[config.mk]
export PLATFORM = sky130hd
export DESIGN_NAME = pointrender_stream
export DESIGN_NICKNAME = d
export VERILOG_FILES = /design/src/rtl/pointrender_stream.sv
export SDC_FILE = /design/constraint.sdc
export NUM_CORES = 2
export LEC_CHECK = 0
export ABC_AREA = 1
export CELL_PAD_IN_SITES_DETAIL_PLACEMENT = 0
export CELL_PAD_IN_SITES_GLOBAL_PLACEMENT = 1
export CORE_ASPECT_RATIO = 2
export CORE_MARGIN = 4
export CORE_UTILIZATION = 35
export CTS_BUF_LIST = sky130_fd_sc_hd__clkbuf_16
export DETAILED_ROUTE_END_ITERATION = 7
export PLACE_DENSITY = 0.7
export RECOVER_POWER = 25
export SLEW_MARGIN = 20
export SYNTH_ARGS = -nofsm -noshare
export SYNTH_HDL_FRONTEND = slang
export SYNTH_SLANG_ARGS = --single-unit
[constraint.sdc]
create_clock -name clk -period 16.3 [get_ports clk]
set_clock_uncertainty 0.15 [all_clocks]
set_input_delay 2.445 -clock clk [delete_from_list [all_inputs] [get_ports clk]]
set_output_delay 2.445 -clock clk [all_outputs]
set_load 0.02 [all_outputs]
[src/rtl/pointrender_stream.sv]
// Streaming world-to-screen point projector: yaw/pitch rotation followed by a
// bit-serial restoring divide for perspective. One point is in flight at a time.
module pointrender_stream #(
    parameter int WC       = 12,
    parameter int ANG      = 8,
    parameter int FRAC     = 10,
    parameter int FOCAL    = 256,
    parameter int NEAR     = 4,
    parameter int SCREEN_W = 640,
    parameter int SCREEN_H = 480,
    parameter int SCX      = 10,
    parameter int SCY      = 9,
    parameter int QW       = 12
) (
    input  logic                 clk,
    input  logic                 rst_n,
    input  logic                 cam_load,
    input  logic signed [WC-1:0] cam_x,
    input  logic signed [WC-1:0] cam_y,
    input  logic signed [WC-1:0] cam_z,
    input  logic [ANG-1:0]       cam_yaw,
    input  logic [ANG-1:0]       cam_pitch,
    input  logic                 in_valid,
    output logic                 in_ready,
    input  logic signed [WC-1:0] in_x,
    input  logic signed [WC-1:0] in_y,
    input  logic signed [WC-1:0] in_z,
    output logic                 out_valid,
    input  logic                 out_ready,
    output logic [SCX-1:0]       out_sx,
    output logic [SCY-1:0]       out_sy,
    output logic                 out_visible,
    output logic                 busy
);
    localparam int DW   = WC + 1;
    localparam int RW   = WC + 2;
    localparam int TW   = FRAC + 2;
    localparam int AW1  = DW + TW + 1;
    localparam int AW2  = RW + TW + 1;
    localparam int QTR  = 2 ** (ANG - 2);
    localparam int FL   = $clog2(FOCAL);
    localparam int NW   = RW + FL;
    localparam int CW   = NW + QW;
    localparam int PW   = SCX + 2;
    localparam int CNTW = (QW > 1) ? $clog2(QW) : 1;
    localparam logic signed [PW-1:0] HALF_W = PW'(SCREEN_W / 2);
    localparam logic signed [PW-1:0] HALF_H = PW'(SCREEN_H / 2);
    localparam logic signed [PW-1:0] LIM_W  = PW'(SCREEN_W);
    localparam logic signed [PW-1:0] LIM_H  = PW'(SCREEN_H);
    localparam logic signed [RW-1:0] NEAR_Z = RW'(NEAR);

    typedef enum logic [2:0] {IDLE, ROT_Y, ROT_P, DIV_X, DIV_Y, OUT} state_t;
    state_t state, state_nxt;

    logic signed [WC-1:0]  pose_x, pose_y, pose_z;
    logic [ANG-1:0]        pose_yaw, pose_pitch;
    logic signed [DW-1:0]  dx, dy, dz;
    logic signed [TW-1:0]  cy, sy, cp, sp;
    logic signed [RW-1:0]  rx, ry, rz;
    logic [NW-1:0]         rem;
    logic [QW-1:0]         quo;
    logic [CNTW-1:0]       cnt;
    logic                  ovf, neg;
    logic signed [QW:0]    qx;

    // Quarter-wave sine table, entries 0..QTR inclusive so that sin(90deg) is exact.
    logic signed [TW-1:0]  qlut [0:QTR];

    function automatic int qsin(input int k);
        real r;
        r = $sin(3.14159265358979 * real'(k) / real'(2 * QTR));
        return $rtoi(r * real'(2 ** FRAC) + 0.5);
    endfunction

    for (genvar k = 0; k <= QTR; k++) begin : g_lut
        assign qlut[k] = TW'(qsin(k));
    end

    function automatic logic signed [TW-1:0] trig(input logic [ANG-1:0] a);
        logic [ANG-2:0]       k;
        logic signed [TW-1:0] m;
        k = {1'b0, a[ANG-3:0]};
        if (a[ANG-2]) k = (ANG-1)'(QTR) - k;
        m = qlut[k];
        return a[ANG-1] ? -m : m;
    endfunction

    function automatic logic [NW-1:0] div_start(input logic signed [RW-1:0] v);
        logic [RW-1:0] m;
        m = v[RW-1] ? RW'(-v) : RW'(v);
        return NW'(m) << FL;
    endfunction

    // Quotient would not fit in QW bits: result is forced to all ones.
    function automatic logic div_sat(input logic [NW-1:0] n, input logic [RW-1:0] d);
        return CW'(n) >= (CW'(d) << QW);
    endfunction

    function automatic logic [SCX-1:0] clamp_x(input logic signed [PW-1:0] v);
        if (v[PW-1]) return '0;
        if (v >= LIM_W) return SCX'(SCREEN_W - 1);
        return v[SCX-1:0];
    endfunction

    function automatic logic [SCY-1:0] clamp_y(input logic signed [PW-1:0] v);
        if (v[PW-1]) return '0;
        if (v >= LIM_H) return SCY'(SCREEN_H - 1);
        return v[SCY-1:0];
    endfunction

    logic signed [AW1-1:0] acc_yx, acc_yz;
    logic signed [AW2-1:0] acc_py, acc_pz;
    logic signed [RW-1:0]  x1_n, z1_n, y2_n, z2_n;
    logic                  near;

    always_comb begin
        acc_yx = AW1'(dx) * AW1'(cy) - AW1'(dz) * AW1'(sy);
        acc_yz = AW1'(dx) * AW1'(sy) + AW1'(dz) * AW1'(cy);
        x1_n   = RW'(acc_yx >>> FRAC);
        z1_n   = RW'(acc_yz >>> FRAC);
        acc_py = AW2'(dy) * AW2'(cp) - AW2'(rz) * AW2'(sp);
        acc_pz = AW2'(dy) * AW2'(sp) + AW2'(rz) * AW2'(cp);
        y2_n   = RW'(acc_py >>> FRAC);
        z2_n   = RW'(acc_pz >>> FRAC);
        near   = z2_n < NEAR_Z;
    end

    logic [CW-1:0]         dsh;
    logic                  take;
    logic [QW-1:0]         quo_n, qmag;
    logic signed [QW:0]    q_fin;
    logic signed [PW-1:0]  sx_w, sy_w;
    logic                  vis_w;

    always_comb begin
        dsh   = CW'($unsigned(rz)) << cnt;
        take  = CW'(rem) >= dsh;
        quo_n = quo | (take ? (QW'(1) << cnt) : '0);
        qmag  = ovf ? '1 : quo_n;
        q_fin = neg ? -$signed({1'b0, qmag}) : $signed({1'b0, qmag});
        sx_w  = HALF_W + PW'(qx);
        sy_w  = HALF_H - PW'(q_fin);
        vis_w = !sx_w[PW-1] && (sx_w < LIM_W) && !sy_w[PW-1] && (sy_w < LIM_H);
    end

    always_ff @(posedge clk or negedge rst_n) begin
        if (!rst_n) state <= IDLE;
        else        state <= state_nxt;
    end

    always_comb begin
        state_nxt = state;
        case (state)
            IDLE:    if (in_valid) state_nxt = ROT_Y;
            ROT_Y:   state_nxt = ROT_P;
            ROT_P:   state_nxt = near ? OUT : DIV_X;
            DIV_X:   if (cnt == '0) state_nxt = DIV_Y;
            DIV_Y:   if (cnt == '0) state_nxt = OUT;
            OUT:     if (out_ready) state_nxt = IDLE;
            default: state_nxt = IDLE;
        endcase
    end

    always_comb begin
        in_ready  = (state == IDLE);
        busy      = (state != IDLE);
        out_valid = (state == OUT);
    end

    // Pose and results carry reset values; a load only affects later accepts.
    always_ff @(posedge clk or negedge rst_n) begin
        if (!rst_n) begin
            pose_x      <= '0;
            pose_y      <= '0;
            pose_z      <= '0;
            pose_yaw    <= '0;
            pose_pitch  <= '0;
            out_sx      <= '0;
            out_sy      <= '0;
            out_visible <= 1'b0;
        end else begin
            if (cam_load) begin
                pose_x     <= cam_x;
                pose_y     <= cam_y;
                pose_z     <= cam_z;
                pose_yaw   <= cam_yaw;
                pose_pitch <= cam_pitch;
            end
            if (state == ROT_P && near) begin
                out_sx      <= '0;
                out_sy      <= '0;
                out_visible <= 1'b0;
            end else if (state == DIV_Y && cnt == '0) begin
                out_sx      <= clamp_x(sx_w);
                out_sy      <= clamp_y(sy_w);
                out_visible <= vis_w;
            end
        end
    end

    always_ff @(posedge clk) begin
        case (state)
            IDLE: if (in_valid) begin
                dx <= DW'(in_x) - DW'(pose_x);
                dy <= DW'(in_y) - DW'(pose_y);
                dz <= DW'(in_z) - DW'(pose_z);
                sy <= trig(pose_yaw);
                cy <= trig(pose_yaw + ANG'(QTR));
                sp <= trig(pose_pitch);
                cp <= trig(pose_pitch + ANG'(QTR));
            end
            ROT_Y: begin
                rx <= x1_n;
                rz <= z1_n;
            end
            ROT_P: begin
                ry  <= y2_n;
                rz  <= z2_n;
                rem <= div_start(rx);
                ovf <= div_sat(div_start(rx), z2_n);
                neg <= rx[RW-1];
                quo <= '0;
                cnt <= CNTW'(QW - 1);
            end
            DIV_X: if (cnt == '0) begin
                qx  <= q_fin;
                rem <= div_start(ry);
                ovf <= div_sat(div_start(ry), rz);
                neg <= ry[RW-1];
                quo <= '0;
                cnt <= CNTW'(QW - 1);
            end else begin
                rem <= take ? NW'(CW'(rem) - dsh) : rem;
                quo <= quo_n;
                cnt <= cnt - CNTW'(1);
            end
            DIV_Y: begin
                rem <= take ? NW'(CW'(rem) - dsh) : rem;
                quo <= quo_n;
                cnt <= cnt - CNTW'(1);
            end
            default: ;
        endcase
    end
endmodule

==> flow_summary.ini <==
[status]
outcome = finished with violations
violations = capacitance limit, slew limit

[sta]
worstMarginPinSlew_ps = 3750
fin_setup_tns_ps = 0
finalCritPeriodShare_pct = 56.4
slew_viol_final = 217
setup_viol = 0
period_needed_ps = 9190
grt_setup_unrepaired = no
hold_violations = 0
max_freq_ghz = 0.109
slew-limit-headroom_pct = -150

[synthesis]
netlist-cell-type-count = 66
ys_warn_count = 0
synth_compound_area_share_pct = 5.83
synth_top_flop_cell = edfxtp_1
synth-edff-count = 181
ys_ff_latch = 256
synth_seq_area_share_pct = 11.2
async_flop_share_pct = 29.3
syn_avg_cell_area_um2 = 8.26
yosys-top-cells-area = fa_1 40%, inv_1 12%, nand2_1 10%
synth_cells = 7901
yosysTopAreaCellShare_pct = 40.1
synth_fp_nets = 9807
synthMuxAreaShare_pct = 0.255
synth.largest_area_cell = fa_1
synth_top_family_by_area = adder cells
yosys.area_share.xor_xnor_pct = 3.61
synth_fa_ha_area_share_pct = 49.8
yosys.area_share.simple_pct = 14.9
synth_area_mm2 = 0.0653

[min_path]
hold_path.class = register to register
min_from = out_visible
holdPathEnd = out_visible
holdPathStages = 2

[routing]
drt_first_pass_iters = 7
post-route-drc-count = 0
wire_per_inst_um = 19.5
ant_nets = 0
num_vias = 49800
drtIter0Drc = 2421
vias_per_cell = 4.82
drt-total-wl_mm = 201

[final_layout]
final_common_cell = inv_1
drive_above_1_share_pct = 3.88
area_delta_synth_final_pct = 7.22
final_nets = 9720
final_cell_mix = 2125 x inv_1, 1807 x nand2_1, 1307 x fa_1, 506 x ha_1, 280 x o21ai_0

[worst_setup_path]
slowest_delay_ps = 740
start_kind = register
crit_required_ps = 16690
critical-path-top-cell-by-count = fa_1
cp-end-kind = register
cp_max_fo = 20
critPathLaunch = sp[11]
slowest_stage = a21oi_1
r2r_start = sp[11]
arrival_ps = 9580
critPathKind = register to register
regToRegSetupSlack_ps = 7110
worst_r2r_endpoint = out_sy[2]
reg2reg_depth = 28

[clocking]
cts_buffer_depth = 3
clock-sinks = 256
cts.clk_slew.worst_paths_ps = 70
cts_setup_buffers = 0
cts-htree-levels = 1
post_cts_resize_count = 0
cts_buffers = 30
tritoncts = yes
cts-root-buf = clkbuf_16
insertion_delay_ps = 640
hold_buffers = 0

[global_route]
grt_pass1_vias = 56100
grt_pass1_wl_mm = 315
overflow = 0
grt.total_usage_pct = 21.2
grt_max_degree = 100
antenna_found_initial = 3

[floorplan]
start_util_pct = 35.1
core_mm2 = 0.186
row_count = 224
dieArea_mm2 = 0.194
fp.dieH_um = 619
die_w_um = 313
io_pins = 116

[place]
routabilityCongestion = 0.924
io_buffers = 115
dp_hpwl_mm = 168

[job]
max-cap-violations = 4
## registers in the layout, indices dropped and copies added (netlist names), 9 cells and up
signal  flops
cp         12
rx         14
sp         12
out_sy      9
qx         12
dx         13
ry         14
quo        12
dz         13
pose_z     12
cy         12
out_sx     10
sy         12
rem        22
rz         14
pose_y     12
dy         13
pose_x     12
## critical path, delay by kind of cell, from the launching register on
family,cells,cell delay [ps]
AO/OA/AOI/OAI,6,1780
buffers and inverters,4,630
XOR/XNOR,1,260
AND/OR/NAND/NOR,9,1860
flip-flops,1,580
adder cells (fa/ha/maj),8,3840
## metrics by stage
step	cells	util [%]	hold WS, ps	instance area (um2)	worst slack [ps]
2_1_floorplan	7901	-	334	65300	9080
3_3_place_gp	10300	37.1	340	69000	7140
3_5_place_dp	10300	37.1	342	69000	7060
4_1_cts	10300	37.7	356	70000	7060
5_1_grt	10300	37.7	386	70000	6510
6_report	10300	37.7	351	70000	7110
## cell usage after synthesis, types with 32 or more instances
cell      number
o211ai_1      41
a21oi_1      198
clkbuf_1     296
o21ai_0      280
xor2_1       158
nor2_1       251
inv_1       2122
nor3_1        32
ha_1         506
edfxtp_1     181
xnor2_1      111
or2_2         49
nand2_1     1807
nand3_1      150
dfrtp_1       75
fa_1        1307
## final cells by class
cell class	instances	area (um2)
Sequential cell	256	7310
Multi-Input combinational cell	5162	48600
Timing Repair Buffer	224	1950
Clock buffer	32	801
Fill cell	19100	116000
Tap cell	2486	3110
Inverter	2140	8040
Clock inverter	24	164
Antenna cell	3	7.51
## kinds of logic (layout without fill, tap and decap cells)
| logic type | Yosys count | after routing |
|---|---|---|
| xor gates and xnor gates | 269 | 269 |
| buffers and inverters | 2483 | 2420 |
| adders and majority gates | 1813 | 1813 |
| muxes | 16 | 16 |
| AOI/OAI and AO/OA | 669 | 669 |
| DFF | 256 | 256 |
| and+or+nand+nor | 2395 | 2395 |
| other | 0 | 3 |
## routing by layer
metal  part of all wire [%]  vias to the layer above  global-route usage [%]
li1                       -                    22900                       -
met4                    9.2                        0                    15.4
met1                     30                    25100                    19.2
met5                      0                        -                       0
met2                     57                     1246                    43.5
met3                    3.0                      539                    1.33
## worst max-delay path by stage
stage / to / slack (ps) / depth (start not counted)
floorplan: ovf / 9080 / 31
global placement: out_sy[1] / 7140 / 26
detailed placement: out_sy[4] / 7060 / 28
CTS: out_sy[4] / 7060 / 26
global route: out_visible / 6510 / 27
finish: out_sy[2] / 7110 / 28
Power is not shown: default switching activity piles up to over one toggle a cycle in this logic, so the estimate is an artifact.
